<file path="src/rtl/riscv_pkg.sv">
// Shared core types and constants.
// Used by the fetch sequencer and its skid buffer.
package riscv_pkg;

   typedef enum logic [1:0] {
      FS_BOOT,
      FS_REQ,
      FS_HOLD,
      FS_DRAIN
   } fetch_state_e;

   typedef struct packed {
      logic [31:0] instr;
      logic [31:0] pc;
   } fetch_ent_t;

   localparam logic [31:0] NOP     = 32'h0000_0013;
   localparam logic [31:0] PC_INC  = 32'd4;
   localparam logic [31:0] PC_MASK = 32'hFFFF_FFFC;

endpackage

</file>
<file path="src/rtl/fetch_skid.sv">
// One-entry skid register for a fetched word that
// arrives while the IF/ID buffer is still occupied.
module fetch_skid
   import riscv_pkg::*;
(
   input  logic       clk,
   input  logic       res,
   input  logic       load,
   input  logic       drain,
   input  logic       clear,
   input  fetch_ent_t din,
   output fetch_ent_t dout,
   output logic       valid
);

   always_ff @(posedge clk or negedge res) begin
      if (!res) begin
         dout  <= '0;
         valid <= 1'b0;
      end else if (clear) begin
         dout  <= '0;
         valid <= 1'b0;
      end else if (drain) begin
         valid <= 1'b0;
      end else if (load) begin
         dout  <= din;
         valid <= 1'b1;
      end
   end

endmodule

</file>
<file path="src/rtl/fetch_ctrl.sv">
// Instruction-fetch sequencer: PC write port, imem
// handshake and the IF/ID instruction buffer.
module fetch_ctrl
   import riscv_pkg::*;
#(
   parameter logic [31:0] RESET_VEC = 32'h0000_0000
)
(
   input  logic        clk,
   input  logic        res,
   input  logic [31:0] pc_cur,
   output logic [31:0] pc_in,
   output logic        pc_write,
   output logic        imem_req,
   output logic [31:0] imem_addr,
   input  logic        imem_ack,
   input  logic [31:0] imem_rdata,
   input  logic        stall,
   input  logic        redirect,
   input  logic [31:0] redirect_target,
   output logic        if_valid,
   output logic [31:0] if_instr,
   output logic [31:0] if_pc,
   output logic        if_id_flush
);

   fetch_state_e state, state_n;
   logic [31:0]  pend_q;
   logic [31:0]  tgt;
   logic         free;
   logic         kill;
   logic         ld_buf;
   logic         pend_ld;
   logic         sk_load;
   logic         sk_drain;
   logic         sk_clear;
   logic         skid_v;
   fetch_ent_t   fetch_ent;
   fetch_ent_t   skid_q;
   fetch_ent_t   buf_d;

   assign tgt       = redirect_target & PC_MASK;
   assign free      = !if_valid || !stall;
   assign imem_addr = pc_cur;
   assign imem_req  = (state == FS_REQ) ||
                      (state == FS_DRAIN);
   assign fetch_ent = '{instr: imem_rdata, pc: pc_cur};

   fetch_skid u_skid (
      .clk   (clk),
      .res   (res),
      .load  (sk_load),
      .drain (sk_drain),
      .clear (sk_clear),
      .din   (fetch_ent),
      .dout  (skid_q),
      .valid (skid_v)
   );

   always_comb begin
      state_n     = state;
      pc_in       = pc_cur;
      pc_write    = 1'b0;
      if_id_flush = 1'b0;
      kill        = 1'b0;
      ld_buf      = 1'b0;
      buf_d       = fetch_ent;
      pend_ld     = 1'b0;
      sk_load     = 1'b0;
      sk_drain    = 1'b0;
      sk_clear    = 1'b0;
      unique case (state)
         FS_BOOT: begin
            // Held off while reset is asserted.
            pc_in    = RESET_VEC;
            pc_write = res;
            state_n  = FS_REQ;
         end
         FS_REQ: begin
            unique case (1'b1)
               imem_ack && redirect: begin
                  pc_in       = tgt;
                  pc_write    = 1'b1;
                  if_id_flush = 1'b1;
                  kill        = 1'b1;
               end
               imem_ack && !redirect && free: begin
                  ld_buf   = 1'b1;
                  pc_in    = pc_cur + PC_INC;
                  pc_write = 1'b1;
               end
               imem_ack && !redirect && !free: begin
                  sk_load = 1'b1;
                  state_n = FS_HOLD;
               end
               !imem_ack && redirect: begin
                  pend_ld     = 1'b1;
                  if_id_flush = 1'b1;
                  kill        = 1'b1;
                  state_n     = FS_DRAIN;
               end
               default: ;
            endcase
         end
         FS_HOLD: begin
            if (redirect) begin
               pc_in       = tgt;
               pc_write    = 1'b1;
               if_id_flush = 1'b1;
               kill        = 1'b1;
               sk_clear    = 1'b1;
               state_n     = FS_REQ;
            end else if (skid_v && free) begin
               ld_buf   = 1'b1;
               buf_d    = skid_q;
               pc_in    = skid_q.pc + PC_INC;
               pc_write = 1'b1;
               sk_drain = 1'b1;
               state_n  = FS_REQ;
            end
         end
         FS_DRAIN: begin
            if (redirect) begin
               pend_ld     = 1'b1;
               if_id_flush = 1'b1;
               kill        = 1'b1;
            end
            // A redirect coinciding with ack is the latest target.
            if (imem_ack) begin
               pc_in    = redirect ? tgt : pend_q;
               pc_write = 1'b1;
               state_n  = FS_REQ;
            end
         end
      endcase
   end

   always_ff @(posedge clk or negedge res) begin
      if (!res) begin
         state  <= FS_BOOT;
         pend_q <= '0;
      end else begin
         state <= state_n;
         if (pend_ld)
            pend_q <= tgt;
      end
   end

   always_ff @(posedge clk or negedge res) begin
      if (!res) begin
         if_valid <= 1'b0;
         if_instr <= NOP;
         if_pc    <= '0;
      end else if (kill) begin
         if_valid <= 1'b0;
      end else if (ld_buf) begin
         if_valid <= 1'b1;
         if_instr <= buf_d.instr;
         if_pc    <= buf_d.pc;
      end else if (if_valid && !stall) begin
         if_valid <= 1'b0;
      end
   end

endmodule

</file>
<file path="config.mk">
export PLATFORM = sky130hd
export DESIGN_NAME = fetch_ctrl
export DESIGN_NICKNAME = d
export VERILOG_FILES = /design/src/rtl/riscv_pkg.sv /design/src/rtl/fetch_skid.sv /design/src/rtl/fetch_ctrl.sv
export SDC_FILE = /design/constraint.sdc
export NUM_CORES = 1
export LEC_CHECK = 0
export BUFFER_PORTS_ARGS = -buffer_cell sky130_fd_sc_hd__buf_4
export CORE_ASPECT_RATIO = 0.7
export CORE_MARGIN = 1.5
export CORE_UTILIZATION = 50
export CTS_BUF_LIST = sky130_fd_sc_hd__clkbuf_16
export DETAILED_ROUTE_END_ITERATION = 8
export GPL_TIMING_DRIVEN = 0
export PLACE_DENSITY = 0.71
export SYNTH_ARGS = -nofsm -noshare
export SYNTH_HDL_FRONTEND = slang
export SYNTH_SLANG_ARGS = --single-unit
</file>
<file path="constraint.sdc">
create_clock -name clk -period 5.9 [get_ports clk]
set_input_delay 0 -clock clk [delete_from_list [all_inputs] [get_ports clk]]
set_output_delay 0 -clock clk [all_outputs]
set_load 0.02 [all_outputs]
</file>
# Yosys cells after proc, flatten, opt, wreduce, memory -nomap -nowiden
# Cells that the tools add are included.
word_totals:
  ff_bits: 162
  elab_cells: 82
  inputBits: 101
  output_inout_bits: 132
op_classes:
  muxes: 40
  n_reduce_logical: 24
  n_eq_ne: 7
  n_bitwise: 1
  addsub: 2
ops:
  columns: ["operator", "n"]
  rows:
  - ["$mux 64", 6]
  - ["$mux 32", 4]
  - ["$pmux 32 s4", 1]
  - ["$add 32x3->32 const B", 2]
  - ["$pmux 32 s2", 1]
  - ["$mux 1", 19]
  - ["$pmux 2 s4", 1]
  - ["$logic_and 1x1->1", 7]
  - ["$mux 2", 3]
  - ["$pmux 1 s2", 3]
  - ["$reduce_bool 3->1", 2]
  - ["$reduce_or 2->1", 3]
  - ["$logic_not 1->1", 5]
  - ["$eq 2x2->1 const B", 2]
  - ["$pmux 1 s4", 1]
  - ["$pmux 2 s2", 1]
  - ["$reduce_and 2->1", 2]
  - ["$ne 3x1->1 const B", 1]
  - ["$ne 3x3->1 const B", 1]
  - ["$reduce_and 3->1", 1]
  - ["$eq 2x1->1 const B", 1]
  - ["$logic_not 2->1", 1]
  - ["$logic_or 1x1->1", 2]
  - ["$ne 2x1->1 const B", 1]
  - ["3 further kinds", 3]

# Logic depth before layout (Yosys ltp)
# Gate-level depths: netlist of the first run.
depth:
  depth_word: 9
  ltp_mapped: 11
  mapped_depth_nobuf: 9

# Hierarchy
# Synthesis of the first run repeated with hierarchy kept, for this count alone.
unflattened:
  hier_cells: 1346
  area_unflattened_um2: 11474.8
by_module_without_submodules:
  columns: ["mod", "instances", "seq_area_each_um2", "area_each_um2", "cells_per_inst"]
  rows:
  - ["fetch_ctrl", 1, 2431.1, 7842.5, 1051]
  - ["fetch_skid", 1, 1626.6, 3632.2, 295]

# Least setup slack after synthesis of the first run
# Ideal clock, no wire load.
synth_path:
  kind: "register -> output"
  startpoint: "register state[0]"
  endpoint: "output pc_in[29]"
  t_required_ns: 5.900
  n_path_buf: 2
  path_stages_with_launch: 8
  arrival_time_ns: 2.145
  setup_slack_ns: 3.755
  cell_sequence: "dfrtp_1 -> inv_1 -> ha_1 -> inv_1 -> clkbuf_1 -> nand2_1 -> buf_6 -> o41ai_1"
synth_via:
  elab_chain_cells: 2
synth_rtl:
  columns: ["item", "line_no", "text"]
  rows:
  - ["from (decl)", "fetch_ctrl.sv:27", "fetch_state_e state, state_n;"]
  - ["from (signal assigned)", "fetch_ctrl.sv:143", "state <= state_n;"]
  - ["$eq 2x2->1, or another cell as far along", "fetch_ctrl.sv:72", "unique case (state)"]
  - ["$pmux 32 s4 (*)", "fetch_ctrl.sv:72", null]
  - ["to (decl)", "fetch_ctrl.sv:12", "output logic [31:0] pc_in,"]
# Every way passes the cells marked *; elsewhere a longest branch is shown, timed or not.

# Worst setup path in the final report of the first run
layout_path:
  startpoint: "register state[0]"
  endpoint: "output pc_in[6]"
# Same word-level chain as after synthesis.

==> reports/results.env, run 1 <==
RUN_STATUS='finished clean'
DRTPASS1ITERATIONS=8
TIMING_MAX_TRANSITION_VIOLATIONS_FINAL=0
AREA.GROWTH.SYNTH_TO_FINAL_PCT=33.1
DRIVE_GT1_SHARE_PCT=22.1
DIE_X_UM=176
SYNTH_INSTANCES=1315
FIN_HOLD_WS_NS=0.0109
FINAL_CELL_AREA_UM2=13900
PATH_COMMON_CELL='sky130_fd_sc_hd__clkbuf_1'
SYN_AVG_CELL_AREA_UM2=7.93
GRT_MAX_DEGREE=125
CORE_AREA_UM2=20100
CLOCK_SKEW_NS=0.0187
CHIPHEIGHT_UM=124
CRITICAL-PATH-MAX-STAGE-DELAY_NS=0.62
COUNT_OF_PORT_BUFFERS_ADDED_DURING_PLACEMENT=211
WORST-SETUP-PATH-TYPE='flip-flop to output port'
SYNTHMOSTINSTANTIATEDCELL='sky130_fd_sc_hd__nand2_1'
CRITICAL_PATH.TOP_DELAY_FAMILY='buffers and inverters'
SEQCELLAREA_UM2=4060
SYNTH_FA_HA_AREA_SHARE_PCT=0.720
STARTPOINT_TYPE_OF_THE_WORST_SETUP_PATH='flip-flop'
CRITPATHSLOWESTCELL='sky130_fd_sc_hd__clkbuf_1'
YOSYS.AREA.TOP_TYPE_SHARE_PCT=38.1
CLOCK_TREE.HTREE_LEVEL_COUNT=4
PWR-SHARE-COMB_PCT=47.9
INSERTEDDIODECOUNT=0
CTS_TREE='yes'
REPORT.FINAL.HOLD_VIOL_COUNT=0
MAX-CAP-VIOLATIONS=0
CTS-BUFFERS-INSERTED=17
ENDPOINT_KIND='output port'
TIGHTEST_SLEW_NS=1.28
POWER.STATIC_LEAKAGE_nW=6.24
AVGVIACOUNTPERCELL=6.42
DIE_AREA_UM2=21800
POWER.SHARE.SEQUENTIAL_PCT=32.2
POWER.NET_SWITCHING_mW=2.58
PLACE_AREA_UM2=12400
FIN_NETS=1744
NUMPLACEDINSTANCES=1797
NUM_VIAS=12300
SETUP-VIOLATIONS-FINAL=0
PERIOD_SHARE_PCT=64.9
CP_DATA_ARRIVAL_TIME_NS=3.83
ROOT_BUFFER='sky130_fd_sc_hd__clkbuf_16'
POST_SYNTHESIS_CELL_AREA_UM2=10400
IR_DROP_mV=0.271
DPL_WORST_SLACK_NS=2.77
START_UTIL_PCT=51.9
YOSYS_WARNINGS=0
WL_PER_CELL_UM=24.4
FIRST_GLOBAL_VIAS=11800
POST_CTS_HOLD_BUFFER_COUNT=91
POWER_PER_CELL_AREA_nW_PER_UM2=417
SYNTH.YOSYS.SEQ_AREA_SHARE_PCT=38.9
POST_CTS_RESIZE_COUNT=0
SYNTH_CELL_TYPES=71
FINAL.SETUP.WORST_SLACK_NS=2.07
CTS_SETUP_BUFFERS=0
DRT-INITIAL-DRC-COUNT=1885
WORSTPATHBUFFERINVERTERCOUNT=4
NETLIST_TOP_CELLS_COUNT='sky130_fd_sc_hd__nand2_1, sky130_fd_sc_hd__dfrtp_1, sky130_fd_sc_hd__nor2_1, sky130_fd_sc_hd__nand3_1, sky130_fd_sc_hd__o21ai_0'
POST-ROUTE-DRC-COUNT=0
HOLD_REMOVAL_PATH_CLASS='primary input to flip-flop'
WIRELENGTH_UM=46900
MULTIINPUTGATEAREA_UM2=5550
SW_FRAC_OF_TOTAL_PCT=44.5
CRIT_REQUIRED_NS=5.90
GP_ROUTABILITY_CONGESTION=1.02
GRT_FIRST_PASS_WIRELENGTH_UM=69800
CLOCK_POWER_SHARE_PCT=19.9
SYNTH_XOR_AREA_SHARE_PCT=2.94
DETAILEDPLACEMENTHPWL_UM=32600
REGISTER_BIT_COUNT_REPORTED_BY_YOSYS=162
YOSYS.AREA_SHARE.SIMPLE_PCT=25.4
NUMBER_OF_FLOPS_MAPPED_TO_ENABLE_CELLS_BY_YOSYS=0
WORSTPATHCELLLIST='inv_1 -> ha_1 -> nand2b_1 -> nor2_1 -> clkbuf_1 -> clkbuf_1 -> nand2_1 -> a31oi_1 -> buf_4'
DRTANTENNAVIOLNETS=0
NUM-FILL-CELLS=1609
GR-USAGE-ALL-LAYERS_PCT=43.2
CLOCK_SINK_COUNT=162
INITIAL_ANTENNA_VIOLATION_COUNT=2
CTS.REPORTEDPATHS.CLKPINSLEW_NS=0.08
POSTSYNTH.ASYNCRESETSHARE_PCT=100
INSTANCES_NO_FILL=1920
FINAL_PERIOD_MINUS_WORST_SETUP_SLACK_NS=3.83
CTSLONGESTPATHBUFFERS=2
SYNTHTOPCELLSBYAREA='sky130_fd_sc_hd__dfrtp_1, sky130_fd_sc_hd__nand2_1, sky130_fd_sc_hd__a31oi_1'
TIMING.CRITICAL_PATH.FANOUT_MAX=10
SETUP_SLACK_OF_THE_MOST_CRITICAL_REG_TO_REG_PATH_NS=2.55
SYNTH_TOP_FAMILY_BY_AREA='simple AND/OR/NAND/NOR gates'
TIMING.MAX_SLEW.REL_SLACK_PCT=14.1
PIN_COUNT=233
GLOBALROUTEOVERFLOWTOTAL=0
CELL_ACCOUNTING_FOR_THE_MOST_SYNTHESIZED_AREA='sky130_fd_sc_hd__dfrtp_1'
CLK_LATENCY_WORST_SKEW_PAIR_NS=0.44
SYNTH_COMPOUND_GATE_AREA_SHARE_PCT=19.1
SETUP_TNS_NS=0
POWER_REPORT.INTERNAL_TOTAL_mW=3.22
PLACEMENTROWS=43
RSZ0062_AT_GRT='false'
SYNTH_NETS=1422
SYNTH_TOP_FLOP_CELL='sky130_fd_sc_hd__dfrtp_1'
SYNTH_MUX_AREA_SHARE_PCT=5.08
FMAX_MHz=261
==> metrics by stage <==
stage,power (mW),util [%]
after CTS,5.67,69.0
after floorplan,3.32,-
final,5.80,69.0
after detailed placement,4.48,61.6
after global routing,6.02,69.0
after global placement,4.43,61.4
==> state kept, by name, summed over array words and instances, names as in the netlist <==
name and cells:
pend_q 30, if_pc 32, if_instr 32, u_skid.valid 1, state 2, u_skid.dout 64
if_valid 1
==> kinds of logic (layout without fill, tap and decap cells) <==
logic type | after synthesis | after routing
AND/OR/NAND/NOR | 577 | 577
AO/OA/AOI/OAI | 321 | 321
buffers and inverters | 165 | 500
flip-flops | 162 | 162
multiplexers | 49 | 49
XOR/XNOR | 35 | 35
adder cells (fa/ha/maj) | 6 | 6
==> power by group through the flow <==
stage          clock (mW)  sequential [mW]  combinational, mW
6_report             1.16             1.87               2.77
5_1_grt              1.19             1.90               2.92
4_1_cts              1.14             1.84               2.69
3_5_place_dp            0             1.85               2.63
3_3_place_gp            0             1.84               2.59
2_1_floorplan           0             2.06               1.27
==> layout by cell type (no fill, tap or decap), types with 15 or more instances in the layout <==
cell / count
sky130_fd_sc_hd__a21oi_1: 57
sky130_fd_sc_hd__nand3_1: 87
sky130_fd_sc_hd__dlygate4sd3_1: 91
sky130_fd_sc_hd__nand2_1: 260
sky130_fd_sc_hd__mux2i_1: 17
sky130_fd_sc_hd__inv_1: 15
sky130_fd_sc_hd__nand4_1: 29
sky130_fd_sc_hd__buf_2: 28
sky130_fd_sc_hd__mux2_2: 32
sky130_fd_sc_hd__o21ai_0: 86
sky130_fd_sc_hd__clkbuf_1: 77
sky130_fd_sc_hd__a31oi_1: 83
sky130_fd_sc_hd__xor2_1: 16
sky130_fd_sc_hd__xnor2_1: 19
sky130_fd_sc_hd__nor2_1: 119
sky130_fd_sc_hd__clkbuf_16: 17
sky130_fd_sc_hd__buf_4: 245
sky130_fd_sc_hd__dfrtp_1: 159
==> layer usage <==
layer | share of wire, % | global-route usage [%]
met1 | 40 | 59.0
met2 | 43 | 64.6
met3 | 13 | 10.8
met4 | 4.0 | 19.9
met5 | 0.028 | 0
==> tightest hold or removal path: cells and delay by family <==
kind          cells  cell delay (ns)
buf+inv           1             0.22
simple gates      2             0.19
==> path summary, 6_finish.rpt <==
| path | start | end | depth (start not counted) |
|---|---|---|---|
| min in group asynchronous | res | pend_q[23]$_DFFE_PN0P_ | 2 |
| worst min-delay path | pc_cur[31] | u_skid.dout[31]$_DFFE_PN0P_ | 3 |
| worst max-delay path | state[0]$_DFFE_PN0P_ | pc_in[6] | 9 |
| max in group asynchronous | res | u_skid.dout[8]$_DFFE_PN0P_ | 3 |
| worst min register to register | u_skid.dout[61]$_DFFE_PN0P_ | u_skid.dout[61]$_DFFE_PN0P_ | 2 |
| worst max register to register | state[0]$_DFFE_PN0P_ | if_pc[14]$_DFFE_PN0P_ | 9 |
==> final cells by class <==
cell class,count,share of cell area (%)
clock buffers,17,3.06
well taps,270,2.43
inverters,16,0.432
multi-input cells,988,40.0
flip-flops and latches,162,29.2
repair buffers,303,18.2
plain buffers,149,5.51
clock inverters,15,1.18
No activity file was read; power rests on OpenSTA's default activity.
==> run 2: changes to the inputs <==
ABC_AREA = 1   (was unset)
PLACE_DENSITY = 0.73   (was 0.71)
clock period = 3.1 ns   (was 5.9 ns; I/O delays follow)
==> reports/results.env, run 2 <==
TIMING.MAX_SLEW.REL_SLACK_PCT=37.5
GRT_MAX_DEGREE=84
CP_DATA_ARRIVAL_TIME_NS=2.91
DETAILEDPLACEMENTHPWL_UM=33200
DIE_AREA_UM2=22200
POST_SYNTHESIS_CELL_AREA_UM2=10600
SYNTHMOSTINSTANTIATEDCELL='sky130_fd_sc_hd__nand2_1'
CTS_SETUP_BUFFERS=0
SYNTH.YOSYS.SEQ_AREA_SHARE_PCT=38.1
CTS-BUFFERS-INSERTED=17
FIRST_GLOBAL_VIAS=12000
POWER_PER_CELL_AREA_nW_PER_UM2=816
DIE_X_UM=177
START_UTIL_PCT=51.1
IR_DROP_mV=0.710
SYNTH_NETS=1691
CLOCK_TREE.HTREE_LEVEL_COUNT=4
SETUP-VIOLATIONS-FINAL=0
PERIOD_SHARE_PCT=93.9
MOSTFREQUENTLAYOUTCELL='sky130_fd_sc_hd__nand2_1'
SETUP_TNS_NS=0
GRT_FIRST_PASS_WIRELENGTH_UM=68100
CLK_LATENCY_WORST_SKEW_PAIR_NS=0.44
TIMING.CRITICAL_PATH.FANOUT_MAX=9
RSZ0062_AT_GRT='false'
FIN_HOLD_WS_NS=0.0198
COUNT_OF_PORT_BUFFERS_ADDED_DURING_PLACEMENT=228
FINAL_PERIOD_MINUS_WORST_SETUP_SLACK_NS=2.91
DRIVE_GT1_SHARE_PCT=18.8
SYNTH_INSTANCES=1584
DRTPASS1ITERATIONS=6
FIN_TOTAL_PWR_mW=11.6
FMAX_MHz=344
REGISTER_BIT_COUNT_REPORTED_BY_YOSYS=162
LAYOUT_TOP_REGISTERS='u_skid.dout (64), if_instr (32), if_pc (32)'
CRIT_REQUIRED_NS=3.10
NETLIST_TOP_CELLS_COUNT='sky130_fd_sc_hd__nand2_1, sky130_fd_sc_hd__nor2_1, sky130_fd_sc_hd__dfrtp_1, sky130_fd_sc_hd__inv_1, sky130_fd_sc_hd__o21ai_0'
INSERTEDDIODECOUNT=0
MAX-CAP-VIOLATIONS=0
POST-ROUTE-DRC-COUNT=0
CTS_TREE='yes'
WIRELENGTH_UM=45100
WORST-SETUP-PATH-TYPE='flip-flop to output port'
ROOT_BUFFER='sky130_fd_sc_hd__clkbuf_16'
FINAL_CORE_UTILIZATION_PCT=68.3
INITIAL_ANTENNA_VIOLATION_COUNT=0
GR-USAGE-ALL-LAYERS_PCT=40.7
DRTANTENNAVIOLNETS=0
INSTANCES_NO_FILL=2214
CTSLONGESTPATHBUFFERS=2
NUM_VIAS=13100
FIN_NETS=2032
DRT-INITIAL-DRC-COUNT=1787
SYNTHTOPCELLSBYAREA='sky130_fd_sc_hd__dfrtp_1, sky130_fd_sc_hd__nand2_1, sky130_fd_sc_hd__nor2_1'
RUN_STATUS='finished clean'
ENDPOINT_KIND='output port'
REPORT.FINAL.HOLD_VIOL_COUNT=0
CELL_ACCOUNTING_FOR_THE_MOST_SYNTHESIZED_AREA='sky130_fd_sc_hd__dfrtp_1'
LARGEST_REGISTER_FFS=64
SYNTH_CELL_TYPES=43
STARTPOINT_TYPE_OF_THE_WORST_SETUP_PATH='flip-flop'
CLOCK_SKEW_NS=0.0108
CLOCK_SINK_COUNT=162
SYN_AVG_CELL_AREA_UM2=6.72
TIMING_MAX_TRANSITION_VIOLATIONS_FINAL=0
WL_PER_CELL_UM=20.4
FINAL_CELL_MIX='sky130_fd_sc_hd__nand2_1, sky130_fd_sc_hd__buf_4, sky130_fd_sc_hd__nor2_1'
PIN_COUNT=233
SYNTH_TOP_FLOP_CELL='sky130_fd_sc_hd__dfrtp_1'
GLOBALROUTEOVERFLOWTOTAL=0
HOLD_REMOVAL_PATH_CLASS='primary input to flip-flop'
YOSYS.AREA.TOP_TYPE_SHARE_PCT=37.4
PLACEMENTROWS=44
POSTSYNTH.ASYNCRESETSHARE_PCT=100
GP_ROUTABILITY_CONGESTION=1.05
POWER.STATIC_LEAKAGE_nW=6.84
NUMBER_OF_FLOPS_MAPPED_TO_ENABLE_CELLS_BY_YOSYS=0
CORE_AREA_UM2=20800
TIGHTEST_SLEW_NS=0.937
AREA.GROWTH.SYNTH_TO_FINAL_PCT=33.6
CTS.REPORTEDPATHS.CLKPINSLEW_NS=0.07
CHIPHEIGHT_UM=125
AVGVIACOUNTPERCELL=5.90
YOSYS_WARNINGS=0
REG_WITH_MOST_FFS='u_skid.dout'
NUMPLACEDINSTANCES=2089
-- run 2: kinds of logic after synthesis --
family	Yosys count	share of synthesized area, %
fa+ha+maj	6	0.706
mux	3	0.317
simple gates	771	29.4
compound gates	359	19.2
buf+inv	277	11.7
flops	162	38.1
xor+xnor	6	0.494
-- run 2: report_power, final --
| group | internal, mW | total [mW] | leakage [nW] | switching [mW] |
|---|---|---|---|---|
| registers | 3.03 | 3.65 | 2.01 | 0.624 |
| logic | 2.18 | 5.91 | 4.55 | 3.73 |
| clock network | 1.10 | 2.04 | 0.276 | 0.938 |
-- run 2: critical path: stages (launching register included) --
cell and delay (ns):
sky130_fd_sc_hd__dfrtp_1 0.41, sky130_fd_sc_hd__ha_1 0.16, sky130_fd_sc_hd__buf_2 0.31, sky130_fd_sc_hd__inv_2 0.17, sky130_fd_sc_hd__o21ai_1 0.59, sky130_fd_sc_hd__a21oi_1 0.16
sky130_fd_sc_hd__o21ai_0 0.10, sky130_fd_sc_hd__inv_1 0.07, sky130_fd_sc_hd__a21oi_1 0.29, sky130_fd_sc_hd__buf_4 0.21
-- run 2: timing repair --
action                                 CTS  global route
resized for setup                        0             1
hold buffers                            94             0
endpoints found under the hold margin  237             0
setup endpoints to repair                0             8
-- run 2: metal layers --
layer / GRT usage (%) / routed length (um) / up-vias
li1: - / - / 5893
met1: 59.9 / 18900 / 6044
met2: 56.2 / 18000 / 1013
met3: 13.4 / 6840 / 119
met4: 12.4 / 1310 / 0
met5: 0.877 / 0 / -
-- run 2: area by class of cell --
cell class	instances	area (um^2)
clock buffers	17	425
inverters	160	603
flip-flops and latches	162	4060
clock inverters	15	119
fillers	1805	6590
plain buffers	116	636
repair buffers	323	2690
multi-input cells	1145	5340
well taps	276	345
-- run 2: path summary, 6_finish.rpt --
check / from / endpoint / slack, ns / depth (start not counted)
worst max-delay path: state[0]$_DFFE_PN0P_ / pc_in[16] / 0.19 / 9
worst min-delay path: stall / if_valid$_DFFE_PN0P_ / 0.02 / 3
worst max register to register: state[0]$_DFFE_PN0P_ / pend_q[22]$_DFFE_PN0P_ / 0.57 / 7
worst min register to register: if_pc[1]$_DFFE_PN0P_ / if_pc[1]$_DFFE_PN0P_ / 0.50 / 2
max in group asynchronous: res / pend_q[16]$_DFFE_PN0P_ / 2.14 / 3
min in group asynchronous: res / u_skid.dout[37]$_DFFE_PN0P_ / 0.09 / 2
-- run 2: through the flow --
| stage | area, um^2 | setup slack [ns] |
|---|---|---|
| 6_report | 14200 | 0.189 |
| 5_1_grt | 14200 | 0.0695 |
| 4_1_cts | 14200 | 0.0729 |
| 3_5_place_dp | 12700 | 0.541 |
| 3_3_place_gp | 12700 | 0.576 |
| 2_1_floorplan | 10600 | 1.22 |
==> run 3: changes to the inputs <==
PLACE_DENSITY = 0.7   (was 0.73)
SLEW_MARGIN = 25   (was unset)
clock period = 2.91 ns   (was 3.1 ns; I/O delays follow)
==> reports/results.env, run 3 (synthesis gave the netlist of run 2 again) <==
CLK_LATENCY_WORST_SKEW_PAIR_NS=0.45
CLOCK_TREE.HTREE_LEVEL_COUNT=4
MOSTFREQUENTLAYOUTCELL='sky130_fd_sc_hd__nand2_1'
REPORT.FINAL.HOLD_VIOL_COUNT=0
POWER.STATIC_LEAKAGE_nW=6.85
GP_ROUTABILITY_CONGESTION=1.05
CLOCK_SINK_COUNT=162
PLACEMENTROWS=44
PERIOD_SHARE_PCT=94.8
REG2REG_DEPTH=9
POST-ROUTE-DRC-COUNT=0
CRIT-REG2REG-CAPTURE='if_pc[22]$_DFFE_PN0P_'
DRT-INITIAL-DRC-COUNT=1899
SETUP_SLACK_OF_THE_MOST_CRITICAL_REG_TO_REG_PATH_NS=0.34
CRIT_REQUIRED_NS=2.91
AVGVIACOUNTPERCELL=5.96
CTS_SETUP_BUFFERS=0
START_UTIL_PCT=51.1
FINAL_CORE_UTILIZATION_PCT=68.6
REG_WITH_MOST_FFS='u_skid.dout'
LARGEST_REGISTER_FFS=64
DETAILEDPLACEMENTHPWL_UM=33100
GR-USAGE-ALL-LAYERS_PCT=41.4
WORSTPATHCELLLIST='nand2_2 -> nand2_2 -> inv_1 -> buf_2 -> o21ai_0 -> o21ai_0 -> nand2_1 -> nand3_1 -> nand2_1 -> inv_1 -> buf_4'
AREA.GROWTH.SYNTH_TO_FINAL_PCT=34.2
SETUP_TNS_NS=0
CLOCK_POWER_SHARE_PCT=18.9
PWR-SHARE-COMB_PCT=50.2
DRTPASS1ITERATIONS=6
TIGHTEST_SLEW_NS=0.896
SEQCELLAREA_UM2=4060
POWER.SHARE.SEQUENTIAL_PCT=30.9
WIRELENGTH_UM=46000
INSERTEDDIODECOUNT=0
DIE_X_UM=177
CRIT_PATH_END='pc_in[9]'
DIE_AREA_UM2=22200
GRT_FIRST_PASS_WIRELENGTH_UM=69600
RSZ0062_AT_GRT='false'
WORST-SETUP-PATH-TYPE='flip-flop to output port'
FINAL_PERIOD_MINUS_WORST_SETUP_SLACK_NS=2.76
INSTANCES_NO_FILL=2212
STARTPOINT_TYPE_OF_THE_WORST_SETUP_PATH='flip-flop'
GLOBALROUTEOVERFLOWTOTAL=0
INITIAL_ANTENNA_VIOLATION_COUNT=0
TIMING_MAX_TRANSITION_VIOLATIONS_FINAL=0
IR_DROP_mV=0.662
TIMING.MAX_SLEW.REL_SLACK_PCT=40.3
COUNT_OF_PORT_BUFFERS_ADDED_DURING_PLACEMENT=228
PIN_COUNT=233
RUN_STATUS='finished clean'
SW_FRAC_OF_TOTAL_PCT=45.6
CRITICAL-PATH-MAX-STAGE-DELAY_NS=0.45
POWER_PER_CELL_AREA_nW_PER_UM2=880
ROOT_BUFFER='sky130_fd_sc_hd__clkbuf_16'
ENDPOINT_KIND='output port'
CHIPHEIGHT_UM=125
LAYOUT_TOP_REGISTERS='u_skid.dout (64), if_instr (32), if_pc (32)'
GRT_MAX_DEGREE=91
CTSLONGESTPATHBUFFERS=2
CTS.REPORTEDPATHS.CLKPINSLEW_NS=0.07
CRIT-REG2REG-LAUNCH='state[0]$_DFFE_PN0P_'
FIN_HOLD_WS_NS=0.0209
DRIVE_GT1_SHARE_PCT=19.3
FMAX_MHz=362
HOLD_REMOVAL_PATH_CLASS='primary input to flip-flop'
FIRST_GLOBAL_VIAS=12100
STARTPOINT='if_valid$_DFFE_PN0P_'
SETUP-VIOLATIONS-FINAL=0
CTS_TREE='yes'
CLOCK_SKEW_NS=0.0150
POWER.NET_SWITCHING_mW=5.73
MULTIINPUTGATEAREA_UM2=5360
DRTANTENNAVIOLNETS=0
CRITPATHSLOWESTCELL='sky130_fd_sc_hd__o21ai_0'
NUM-FILL-CELLS=1796
CP_DATA_ARRIVAL_TIME_NS=2.76
NUM_VIAS=13200
POWER_REPORT.INTERNAL_TOTAL_mW=6.84
NUMPLACEDINSTANCES=2089
FIN_NETS=2030
TIMING.CRITICAL_PATH.FANOUT_MAX=10
WL_PER_CELL_UM=20.8
FINAL_CELL_MIX='sky130_fd_sc_hd__nand2_1, sky130_fd_sc_hd__buf_4, sky130_fd_sc_hd__nor2_1'
CORE_AREA_UM2=20800
CTS-BUFFERS-INSERTED=17
MAX-CAP-VIOLATIONS=0
## run 3: metrics by stage
stage                     total power, mW  area, um^2  setup WS (ns)
after floorplan                      7.27       10600           1.03
after global placement               9.77       12700          0.352
after detailed placement             9.89       12700          0.365
after CTS                            12.3       14300        0.00203
after global routing                 13.2       14300         0.0437
final                                12.6       14300          0.151
## run 3: per-layer routing
layer  vias up  share of wire, %  track usage, %
met4         0               2.5            12.7
met2      1061                42            58.8
met5         -                 0               0
met3       103                14            12.3
met1      6143                41            60.2
li1       5876                 -               -
## run 3: worst min-delay path by stage
stage | start | endpoint | slack (ns) | cells past startpoint
final | stall | if_valid$_DFFE_PN0P_ | 0.02 | 3
after global routing | pc_cur[26] | u_skid.dout[26]$_DFFE_PN0P_ | 0.07 | 3
after CTS | stall | if_valid$_DFFE_PN0P_ | 0.02 | 3
after detailed placement | res | if_instr[7]$_DFFE_PN0P_ | 0.02 | 1
after global placement | pc_cur[26] | imem_addr[26] | 0.20 | 2
after floorplan | res | if_instr[10]$_DFFE_PN0P_ | -0.30 | 0
## run 3: worst max-delay path: cells and delay by family, from the launching register on
family / cells / cell delay, ns
buffers and inverters: 4 / 0.69
and+or+nand+nor: 5 / 0.65
AOI/OAI and AO/OA: 2 / 0.57
DFF: 1 / 0.40
## run 3: layout make-up
| type | count | area share (%) |
|---|---|---|
| Inverter | 160 | 4.22 |
| Sequential cell | 162 | 28.4 |
| Timing Repair Buffer | 323 | 18.8 |
| Clock inverter | 15 | 1.23 |
| Tap cell | 276 | 2.42 |
| Clock buffer | 17 | 2.98 |
| Buffer | 114 | 4.42 |
| Multi-Input combinational cell | 1145 | 37.5 |
## run 3: timing repair
action | in CTS | in global routing
resized for setup | 0 | 8
hold endpoints to repair | 229 | 0
endpoints found under the setup margin | 5 | 12
pin swaps | 0 | 0
hold buffers | 94 | 0
## run 3: power by group through the flow
stage               Sequential [mW]  Clock (mW)  Combinational, mW
finish                         3.88        2.37               6.31
global route                   3.98        2.47               6.75
CTS                            3.85        2.35               6.14
detailed placement             3.88           0               6.01
global placement               3.85           0               5.92
floorplan                      4.29           0               2.99
